## src/rtl/csr_sequencer.sv

```systemverilog
// csr_sequencer: machine-mode CSR file with a serializing access FSM.
// Every CSR instruction is read in READ and committed in WRITE. Traps and
// MRETs each take one cycle and pulse a fetch redirect.
module csr_sequencer #(
  parameter logic [31:0] MTVEC_RESET = 32'h0000_0000,
  parameter logic [31:0] MISA_VALUE  = 32'h4000_0100
) (
  input  logic        clk,
  input  logic        rst_n,
  input  logic        req_valid,
  output logic        req_ready,
  input  logic [2:0]  req_funct3,
  input  logic [11:0] req_addr,
  input  logic [31:0] req_rs1_data,
  input  logic [4:0]  req_rs1_idx,
  output logic        resp_valid,
  output logic [31:0] resp_rd_data,
  output logic        resp_illegal,
  input  logic        trap_valid,
  input  logic [31:0] trap_pc,
  input  logic [31:0] trap_cause,
  input  logic [31:0] trap_tval,
  input  logic        mret_valid,
  output logic        redirect_valid,
  output logic [31:0] redirect_pc,
  output logic        mstatus_mie
);

  localparam logic [11:0] A_MSTATUS  = 12'h300;
  localparam logic [11:0] A_MISA     = 12'h301;
  localparam logic [11:0] A_MIE      = 12'h304;
  localparam logic [11:0] A_MTVEC    = 12'h305;
  localparam logic [11:0] A_MSCRATCH = 12'h340;
  localparam logic [11:0] A_MEPC     = 12'h341;
  localparam logic [11:0] A_MCAUSE   = 12'h342;
  localparam logic [11:0] A_MTVAL    = 12'h343;
  localparam logic [11:0] A_MCYCLE   = 12'hB00;
  localparam logic [11:0] A_MCYCLEH  = 12'hB80;

  typedef enum logic [2:0] {S_IDLE, S_READ, S_WRITE, S_TRAP, S_MRET} state_e;

  typedef struct packed {
    logic [2:0]  funct3;
    logic [11:0] addr;
    logic [31:0] rs1_data;
    logic [4:0]  rs1_idx;
  } csr_req_t;

  typedef struct packed {
    logic [31:0] pc;
    logic [31:0] cause;
    logic [31:0] tval;
  } trap_req_t;

  state_e      state_q, state_d;
  csr_req_t    req_q, req_d;
  trap_req_t   trap_q, trap_d;
  logic [31:0] old_q, old_d;
  logic [31:0] wdata_q, wdata_d;
  logic        we_q, we_d;
  logic        ill_q, ill_d;
  logic        mie_q, mie_d;
  logic        mpie_q, mpie_d;
  logic [31:0] mtvec_q, mtvec_d;
  logic [31:0] mepc_q, mepc_d;
  logic [31:0] mcause_q, mcause_d;
  logic [31:0] mtval_q, mtval_d;
  logic [31:0] mscratch_q, mscratch_d;
  logic [31:0] mie_csr_q, mie_csr_d;
  logic [63:0] mcycle_q, mcycle_d;

  logic [31:0] rd_val, src, wdata_calc;
  logic        rd_impl, suppress, illegal;

  // Read mux for the latched address plus the access legality decode.
  always_comb begin
    rd_val  = '0;
    rd_impl = 1'b1;
    case (req_q.addr)
      A_MSTATUS:  rd_val = {19'b0, 2'b11, 3'b0, mpie_q, 3'b0, mie_q, 3'b0};
      A_MISA:     rd_val = MISA_VALUE;
      A_MIE:      rd_val = mie_csr_q;
      A_MTVEC:    rd_val = mtvec_q;
      A_MSCRATCH: rd_val = mscratch_q;
      A_MEPC:     rd_val = mepc_q;
      A_MCAUSE:   rd_val = mcause_q;
      A_MTVAL:    rd_val = mtval_q;
      A_MCYCLE:   rd_val = mcycle_q[31:0];
      A_MCYCLEH:  rd_val = mcycle_q[63:32];
      default:    rd_impl = 1'b0;
    endcase
    src = req_q.funct3[2] ? {27'b0, req_q.rs1_idx} : req_q.rs1_data;
    case (req_q.funct3[1:0])
      2'b10:   wdata_calc = rd_val | src;
      2'b11:   wdata_calc = rd_val & ~src;
      default: wdata_calc = src;
    endcase
    // set/clear forms with x0 / zimm=0 are pure reads
    suppress = req_q.funct3[1] && (req_q.rs1_idx == 5'd0);
    illegal  = (req_q.funct3[1:0] == 2'b00) || !rd_impl ||
               (!suppress && (req_q.addr[11:10] == 2'b11));
  end

  // Next-state, CSR updates and the free-running cycle counter.
  always_comb begin
    state_d    = state_q;
    req_d      = req_q;
    trap_d     = trap_q;
    old_d      = old_q;
    wdata_d    = wdata_q;
    we_d       = we_q;
    ill_d      = ill_q;
    mie_d      = mie_q;
    mpie_d     = mpie_q;
    mtvec_d    = mtvec_q;
    mepc_d     = mepc_q;
    mcause_d   = mcause_q;
    mtval_d    = mtval_q;
    mscratch_d = mscratch_q;
    mie_csr_d  = mie_csr_q;
    mcycle_d   = mcycle_q + 64'd1;
    case (state_q)
      S_IDLE: begin
        if (trap_valid) begin
          trap_d  = '{pc: trap_pc, cause: trap_cause, tval: trap_tval};
          state_d = S_TRAP;
        end else if (mret_valid) begin
          state_d = S_MRET;
        end else if (req_valid) begin
          req_d   = '{funct3: req_funct3, addr: req_addr,
                      rs1_data: req_rs1_data, rs1_idx: req_rs1_idx};
          state_d = S_READ;
        end
      end
      S_READ: begin
        old_d   = illegal ? 32'd0 : rd_val;
        wdata_d = wdata_calc;
        we_d    = !suppress && !illegal;
        ill_d   = illegal;
        state_d = S_WRITE;
      end
      S_WRITE: begin
        if (we_q) begin
          case (req_q.addr)
            A_MSTATUS: begin
              mie_d  = wdata_q[3];
              mpie_d = wdata_q[7];
            end
            A_MIE:      mie_csr_d  = wdata_q;
            A_MTVEC:    mtvec_d    = wdata_q & 32'hFFFF_FFFC;
            A_MSCRATCH: mscratch_d = wdata_q;
            A_MEPC:     mepc_d     = wdata_q & 32'hFFFF_FFFC;
            A_MCAUSE:   mcause_d   = wdata_q;
            A_MTVAL:    mtval_d    = wdata_q;
            A_MCYCLE:   mcycle_d   = {mcycle_q[63:32], wdata_q};
            A_MCYCLEH:  mcycle_d   = {wdata_q, mcycle_q[31:0]};
            default: ;
          endcase
        end
        state_d = S_IDLE;
      end
      S_TRAP: begin
        mepc_d   = trap_q.pc & 32'hFFFF_FFFC;
        mcause_d = trap_q.cause;
        mtval_d  = trap_q.tval;
        mpie_d   = mie_q;
        mie_d    = 1'b0;
        state_d  = S_IDLE;
      end
      S_MRET: begin
        mie_d   = mpie_q;
        mpie_d  = 1'b1;
        state_d = S_IDLE;
      end
      default: state_d = S_IDLE;
    endcase
  end

  // State and CSR registers; reset abandons any in-flight access.
  always_ff @(posedge clk or negedge rst_n) begin
    if (!rst_n) begin
      state_q    <= S_IDLE;
      req_q      <= '0;
      trap_q     <= '0;
      old_q      <= '0;
      wdata_q    <= '0;
      we_q       <= 1'b0;
      ill_q      <= 1'b0;
      mie_q      <= 1'b0;
      mpie_q     <= 1'b0;
      mtvec_q    <= MTVEC_RESET & 32'hFFFF_FFFC;
      mepc_q     <= '0;
      mcause_q   <= '0;
      mtval_q    <= '0;
      mscratch_q <= '0;
      mie_csr_q  <= '0;
      mcycle_q   <= '0;
    end else begin
      state_q    <= state_d;
      req_q      <= req_d;
      trap_q     <= trap_d;
      old_q      <= old_d;
      wdata_q    <= wdata_d;
      we_q       <= we_d;
      ill_q      <= ill_d;
      mie_q      <= mie_d;
      mpie_q     <= mpie_d;
      mtvec_q    <= mtvec_d;
      mepc_q     <= mepc_d;
      mcause_q   <= mcause_d;
      mtval_q    <= mtval_d;
      mscratch_q <= mscratch_d;
      mie_csr_q  <= mie_csr_d;
      mcycle_q   <= mcycle_d;
    end
  end

  // Outputs decode straight from state so they are glitch-free per cycle.
  always_comb begin
    req_ready      = (state_q == S_IDLE);
    resp_valid     = (state_q == S_WRITE);
    resp_illegal   = (state_q == S_WRITE) && ill_q;
    resp_rd_data   = old_q;
    redirect_valid = (state_q == S_TRAP) || (state_q == S_MRET);
    redirect_pc    = (state_q == S_TRAP) ? mtvec_q :
                     (state_q == S_MRET) ? mepc_q : 32'd0;
    mstatus_mie    = mie_q;
  end

endmodule

```

## config.mk

```make
export PLATFORM = sky130hd
export DESIGN_NAME = csr_sequencer
export DESIGN_NICKNAME = d
export VERILOG_FILES = /design/src/rtl/csr_sequencer.sv
export SDC_FILE = /design/constraint.sdc
export NUM_CORES = 1
export LEC_CHECK = 0
export ABC_CLOCK_PERIOD_IN_PS = 3150
export CAP_MARGIN = 30
export CORE_ASPECT_RATIO = 1.25
export CORE_MARGIN = 2
export CORE_UTILIZATION = 50
export DETAILED_ROUTE_END_ITERATION = 10
export PLACE_DENSITY_LB_ADDON = 0.2
export SYNTH_ARGS = -nofsm -noshare
export SYNTH_HDL_FRONTEND = slang
export SYNTH_SLANG_ARGS = --single-unit
```

## constraint.sdc

```tcl
create_clock -name clk -period 3.15 [get_ports clk]
set_input_delay 0.4725 -clock clk [delete_from_list [all_inputs] [get_ports clk]]
set_output_delay 0.4725 -clock clk [all_outputs]
set_load 0.05 [all_outputs]
```

==> results.tsv, run 1 <==
stage	metric	value	unit
cts	clock tree sinks	469	
setup_path	maximum net fanout on the critical path	50	
timing	Worst-Margin Slew	0.8998	ns
setup_path	Reg2Reg Capture Point	mtval_q[25]	
global_routing	largest net degree at the start of global routing	138	
power_and_ir_drop	clock network fraction of total power	0.283	
power_and_ir_drop	switch share	0.3509	
power_and_ir_drop	Psw	0.007590	W
synth	number of enable flip-flop cells after synthesis	0	
floorplanning	Die Wd	196.2	um
setup_path	CP arrival	2.57	ns
cts	Clk Latency, worst-skew pair	0.61	ns
floorplanning	I/O Pins	222	
synth	top post-synthesis cells by area	dfrtp_1 51%, mux2_2 14%, mux2i_1 6.4%, o21ai_0 3.8%, nand2_1 3.3%	
route	DR WL/cell	24.39	um
synth	YS warnings	0	
cells_and_area	Final nets	2441	
timing	worst setup margin	0.1098	ns
global_routing	antenna violations before repair	2	
power_and_ir_drop	Int Pwr	0.01404	W
setup_path	Worst R2R Start	req_q[42]	
cells_and_area	commonest cells after routing, fill and taps aside	467 x dfrtp_1, 277 x mux2_2, 200 x nand2_1	
timing	Worst Skew	0.02722	ns
synth	Main synth FF type	dfrtp_1	
outcome	status	finished, final reports clean	
cells_and_area	Final Instance Count excl. Fillers	2911	
timing	Final Hold Viols	0	
synth	Yosys top cell area share	0.5085	
cells_and_area	Area Growth Syn to Fin	21.63	%
cells_and_area	Fillers	3768	
timing	max-slew headroom at the worst pin	0.3847	
power_and_ir_drop	Peak supply drop	0.5282	mV
cts	Worst-path clk slew	0.06	ns
place	DP HPWL	50660	um
timing	Final TNS setup	0	ns
cells_and_area	final core occ	0.6115	
cts	CTS H-tree depth	2	
synth	post-synthesis register bit count	469	
synth	syn avg cell area	10.94	um^2
place	IO buf count	217	
global_routing	overall global routing resource usage	0.2982	
cells_and_area	commonest non-fill, non-tap cell in the layout	dfrtp_1	
synth	Distinct cells, synth	85	
place	Routability Congestion	0.9626	
timing	crit path time final	3.040	ns
floorplanning	core outline area	0.04591	mm^2
setup_path	CP required	2.68	ns
synth	share of the yosys chip area belonging to registers	0.5085	
synth	Yosys top cell by area	dfrtp_1	
route	final wirelength	71010	um
timing	period utilisation layout	0.9651	
route	Initial DRC Count	1560	
timing	max frequency	328.9	MHz
setup_path	worst reg-to-reg setup slack	0.32	ns
timing	RSZ-0062 raised after global routing	no	
setup_path	Crit Path Category	register to output port	
power_and_ir_drop	Logic pwr share	0.269	
route	Antenna Nets Post-Route	0	
setup_path	path depth of the worst reg2reg path	8	
global_routing	first-pass GRT wire length	109200	um
route	Via density	6.199	
cts	clock root buffer master	clkbuf_16	
floorplanning	Chip Height	244.2	um
floorplanning	die area	0.04791	mm^2
power_and_ir_drop	Reg power frac	0.447	
timing	Max Slew Vio Count	0	
cells_and_area	number of diodes	0	
floorplanning	FP Rows	88	
global_routing	GRT overflow	0	
job	Max Cap Viol	0	
setup_path	startpoint types	register	
route	drt pass-1 iters	8	
min_path	Hold Crit Class	primary input to asynchronous set/reset pin	
cts	buffers from clock root to sink, at most	3	
synth	async set-or-reset flop fraction in the synthesized netlist	1.000	
setup_path	Worst setup EP type	output port	
cts	CTS buffer count	49	
global_routing	vias in the first global route	18310	
floorplanning	Initial Utilization	0.5027	
synth	cell count after synthesis	2110	
power_and_ir_drop	leakage	11.92	nW
route	via count	18050	
cts	TritonCTS clock tree	built	
cts	postcts setup bufs	0	
power_and_ir_drop	power density over the cells	770.6	mW/mm^2
route	drt drc	0	
cells_and_area	layout cell share with drive strength beyond 1	0.2274	
place	Post-Place Cells	2820	
timing	final setup fails	0	
place	pre-CTS setup slack	0.3453	ns
synth	mapped cell area	0.02308	mm^2
==> layer usage <==
layer  share of wire  wire length [um]  GRT usage  vias up
met4           0.044              3144     0.1252        0
met3           0.072              5119    0.05392      164
met2            0.46             32760     0.4692      689
met1            0.42             29990     0.4082     9125
met5               0                 0          0        -
li1                -                 -          -     8068
==> cell families (layout without fill, tap and decap cells) <==
group,after synthesis,in the layout,synth area share
compound gates,492,492,0.1393
xor+xnor,2,2,0.0007590
fa+ha+maj,1,1,0.0005420
buf+inv,202,417,0.04120
flops,469,469,0.5085
mux,425,425,0.1993
other cells,1,2,0.0001625
simple gates,518,518,0.1103
==> metrics by stage <==
| step | total power, W | hold slack (ns) | area (um^2) |
|---|---|---|---|
| finish | 0.02163 | 0.4645 | 28070 |
| global route | 0.02265 | 0.4727 | 28070 |
| CTS | 0.02168 | 0.4574 | 28070 |
| detailed placement | 0.01551 | 0.4694 | 26340 |
| global placement | 0.01526 | 0.4636 | 26340 |
| floorplan | 0.01301 | 0.1769 | 23100 |
==> worst max path at each step <==
| stage | startpoint | endpoint | slack (ns) | cells after the start |
|---|---|---|---|---|
| floorplan | state_q[2] | mscratch_q[10] | 0.32 | 6 |
| global placement | req_q[45] | mcycle_q[23] | 0.39 | 6 |
| detailed placement | req_q[42] | mtval_q[20] | 0.35 | 8 |
| CTS | state_q[2] | redirect_valid | 0.04 | 4 |
| global route | state_q[2] | redirect_pc[4] | 0.01 | 6 |
| finish | state_q[2] | redirect_pc[4] | 0.11 | 6 |
==> cell usage after synthesis, types with 13 or more instances <==
| cell type | instances |
|---|---|
| mux2_2 | 277 |
| and3_1 | 13 |
| dfrtp_1 | 469 |
| nand4_1 | 24 |
| o22ai_1 | 27 |
| mux2i_1 | 148 |
| inv_1 | 19 |
| o21ai_0 | 173 |
| a221oi_1 | 16 |
| a22oi_1 | 46 |
| nand3_1 | 54 |
| a21oi_1 | 56 |
| a22o_1 | 39 |
| a21o_1 | 25 |
| nand2_1 | 201 |
| nor2_1 | 97 |
| nor3_1 | 48 |
| buf_2 | 45 |
| clkbuf_1 | 105 |
==> flip-flops by register name (all words and copies together), names as in the netlist <==
register / cells
trap_q: 94
mcycle_q: 64
req_q: 52
mcause_q: 32
mie_csr_q: 32
mscratch_q: 32
mtval_q: 32
resp_rd_data: 32
wdata_q: 32
mepc_q: 30
mtvec_q: 30
state_q: 3
ill_q: 1
mpie_q: 1
mstatus_mie: 1
we_q: 1
==> timing repair <==
item / 4_1_cts / 5_1_grt
resized for setup: 0 / 1
endpoints found under the setup margin: 0 / 1
hold endpoints to repair: 67 / 0
hold buffers: 1 / 0
==> layout make-up <==
type,instances,area (um^2),share of cell area
Sequential cell,469,11740,0.4181
Multi-Input combinational cell,1440,10450,0.3723
Timing Repair Buffer,307,3356,0.1195
Clock buffer,65,1416,0.05045
Tap cell,585,732.0,0.02607
Clock inverter,25,304.0,0.01083
Inverter,20,75.07,0.002674
==> power groups by stage <==
| stage | registers [W] | logic [W] | clock network (W) |
|---|---|---|---|
| 6_report | 0.00968 | 0.00582 | 0.00613 |
| 4_1_cts | 0.00961 | 0.00584 | 0.00623 |
| 3_3_place_gp | 0.00961 | 0.00565 | 0 |
| 5_1_grt | 0.00988 | 0.00631 | 0.00646 |
| 2_1_floorplan | 0.00855 | 0.00446 | 0 |
| 3_5_place_dp | 0.00970 | 0.00581 | 0 |
==> critical path, stage by stage, from the launching register on <==
cell      delay, ns
dfrtp_1        0.47
nand2b_1       0.24
buf_4          0.20
nor2_4         0.08
buf_4          0.43
a22o_1         0.36
buf_12         0.18
Power figures use the tool's default switching activity.
==> run 2, diff against run 1 <==
CORE_UTILIZATION = 30   (was 50)
GPL_TIMING_DRIVEN = 0   (was not set)
==> run 2 against run 1 <==
Net effect: die area rose by 65%; global-route usage fell by 6.1 points; register-to-register slack got worse by 0.23 ns; via count rose by 3.7%; core utilization fell by 23 points; largest power group unchanged.
==> results.tsv, run 2 (synthesis gave the netlist of run 1 again) <==
stage	metric	value	unit
cts	clock root buffer master	clkbuf_16	
timing	worst hold slack	0.3700	ns
place	IO buf count	217	
cts	CTS buffer count	51	
setup_path	worst-path cell chain	or3b_1 -> buf_2 -> nor4_4 -> buf_2 -> nand3_4 -> clkbuf_2 -> o22ai_1 -> nor2_1	
global_routing	first-pass GRT wire length	137300	um
cts	clock tree sinks	469	
global_routing	M1 GR Usage	0.2928	
global_routing	global routing's busiest layer	met2	
timing	Worst-Margin Slew	1.039	ns
cells_and_area	commonest non-fill, non-tap cell in the layout	dfrtp_1	
floorplanning	Chip Height	314.1	um
setup_path	CP arrival	3.55	ns
power_and_ir_drop	Reg power frac	0.398	
timing	max frequency	327.0	MHz
setup_path	Most common cell on crit path	buf_2	
timing	Worst Skew	0.02661	ns
floorplanning	I/O Pins	222	
timing	period utilisation layout	0.9708	
job	Max Cap Viol	0	
route	final wirelength	94690	um
setup_path	largest delay contributor family on the critical path	simple AND/OR/NAND/NOR gates	
cells_and_area	layout cell share with drive strength beyond 1	0.2282	
route	Antenna Nets Post-Route	0	
power_and_ir_drop	Psw	0.008394	W
min_path	Hold Crit Class	primary input to asynchronous set/reset pin	
cts	Worst-path clk slew	0.06	ns
global_routing	largest net degree at the start of global routing	112	
floorplanning	Die Wd	252.1	um
place	Routability Congestion	0.9478	
cells_and_area	register bank with the most flops	trap_q	
outcome	status	finished, final reports clean	
cts	Clk Latency, worst-skew pair	0.63	ns
timing	Final TNS setup	0	ns
global_routing	overall global routing resource usage	0.2370	
setup_path	crit-path max cell delay	0.53	ns
power_and_ir_drop	leakage	12.09	nW
floorplanning	Initial Utilization	0.3035	
power_and_ir_drop	power density over the cells	790.5	mW/mm^2
cells_and_area	largest registers	trap_q x94, mcycle_q x64, req_q x52	
route	via count	18710	
route	Via density	5.466	
timing	Max Slew Vio Count	0	
floorplanning	die area	0.07919	mm^2
setup_path	slowest stage cell, crit path	nor4_4	
timing	final setup fails	0	
route	Initial DRC Count	1445	
global_routing	antenna violations before repair	1	
global_routing	vias in the first global route	19540	
global_routing	GRT overflow	0	
cells_and_area	max FFs per register	94	
place	Post-Place Cells	3324	
timing	Final Hold Viols	0	
global_routing	routing usage on met2	0.4120	
setup_path	Worst setup EP type	register	
cells_and_area	Area Growth Syn to Fin	24.19	%
setup_path	maximum net fanout on the critical path	10	
setup_path	CP required	3.64	ns
cts	buffers from clock root to sink, at most	3	
cts	TritonCTS clock tree	built	
cells_and_area	Final nets	2559	
cells_and_area	Final Instance Count excl. Fillers	3423	
setup_path	startpoint types	register	
cells_and_area	Fillers	7629	
power_and_ir_drop	clock network fraction of total power	0.281	
timing	crit path time final	3.058	ns
global_routing	met3 Use GR	0.03109	
power_and_ir_drop	Int Pwr	0.01427	W
cells_and_area	final core occ	0.3769	
place	DP HPWL	73120	um
setup_path	Crit Path Category	register to register	
power_and_ir_drop	Logic pwr share	0.321	
setup_path	worst path bufs/invs	3	
cells_and_area	commonest cells after routing, fill and taps aside	466 x dfrtp_1, 277 x mux2_2, 201 x nand2_1	
route	drt pass-1 iters	5	
route	DR WL/cell	27.66	um
power_and_ir_drop	Peak supply drop	0.4893	mV
cts	CTS H-tree depth	2	
power_and_ir_drop	switch share	0.3704	
route	drt drc	0	
floorplanning	FP Rows	113	
timing	max-slew headroom at the worst pin	0.3076	
floorplanning	core outline area	0.07607	mm^2
[run 2: final timing paths]
path,from,to,slack [ns],cells past startpoint
worst max register to register,req_q[42],mcycle_q[15],0.09,8
worst min-delay path,rst_n,trap_q[42],0.37,2
worst min register to register,trap_q[23],mtval_q[23],0.48,2
worst max-delay path,req_q[42],mcycle_q[15],0.09,8
min in group clk,trap_tval[12],trap_q[12],0.46,2
max in group asynchronous,rst_n,req_q[30],1.05,5
[run 2: power by group through the flow]
stage | sequential (W) | clock (W) | combinational [W]
after floorplan | 0.00855 | 0 | 0.00446
after global placement | 0.00906 | 0 | 0.00699
after detailed placement | 0.00909 | 0 | 0.00720
after CTS | 0.00900 | 0.00649 | 0.00727
after global routing | 0.00921 | 0.00675 | 0.00781
final | 0.00901 | 0.00637 | 0.00728
[run 2: timing repair]
item	4_1_cts	5_1_grt
hold buffers	1	0
pin swaps	3	1
resized for setup	196	24
endpoints found under the hold margin	56	0
buffers inserted	3	2
setup endpoints to repair	176	104
[run 2: final cells by class]
cell class                 count  area (um^2)  area share
clock buffer                  77         1494     0.05211
clock inverter                16        251.5    0.008773
buffer                       179        933.4     0.03256
antenna                        1        2.502  0.00008729
multi-input combinational   1440        10530      0.3672
sequential                   469        11740      0.4095
tap                          977         1222     0.04264
inverter                      20        75.07    0.002619
timing repair buffer         244         2422     0.08450
[run 2: layer usage]
| metal | wire, um | up-vias | part of all wire |
|---|---|---|---|
| met5 | 0 | - | 0 |
| met4 | 4544 | 0 | 0.048 |
| met3 | 4907 | 173 | 0.052 |
| met2 | 47370 | 704 | 0.50 |
| met1 | 37860 | 9492 | 0.40 |
| li1 | - | 8340 | - |
[run 2: per-stage QoR]
step / area (um^2) / setup WS [ns] / total power, W
2_1_floorplan: 23100 / 0.3213 / 0.01301
3_3_place_gp: 26490 / -19.94 / 0.01605
3_5_place_dp: 26750 / -1.288 / 0.01628
4_1_cts: 28610 / 0.01555 / 0.02277
5_1_grt: 28660 / -0.01108 / 0.02376
6_report: 28670 / 0.09196 / 0.02266
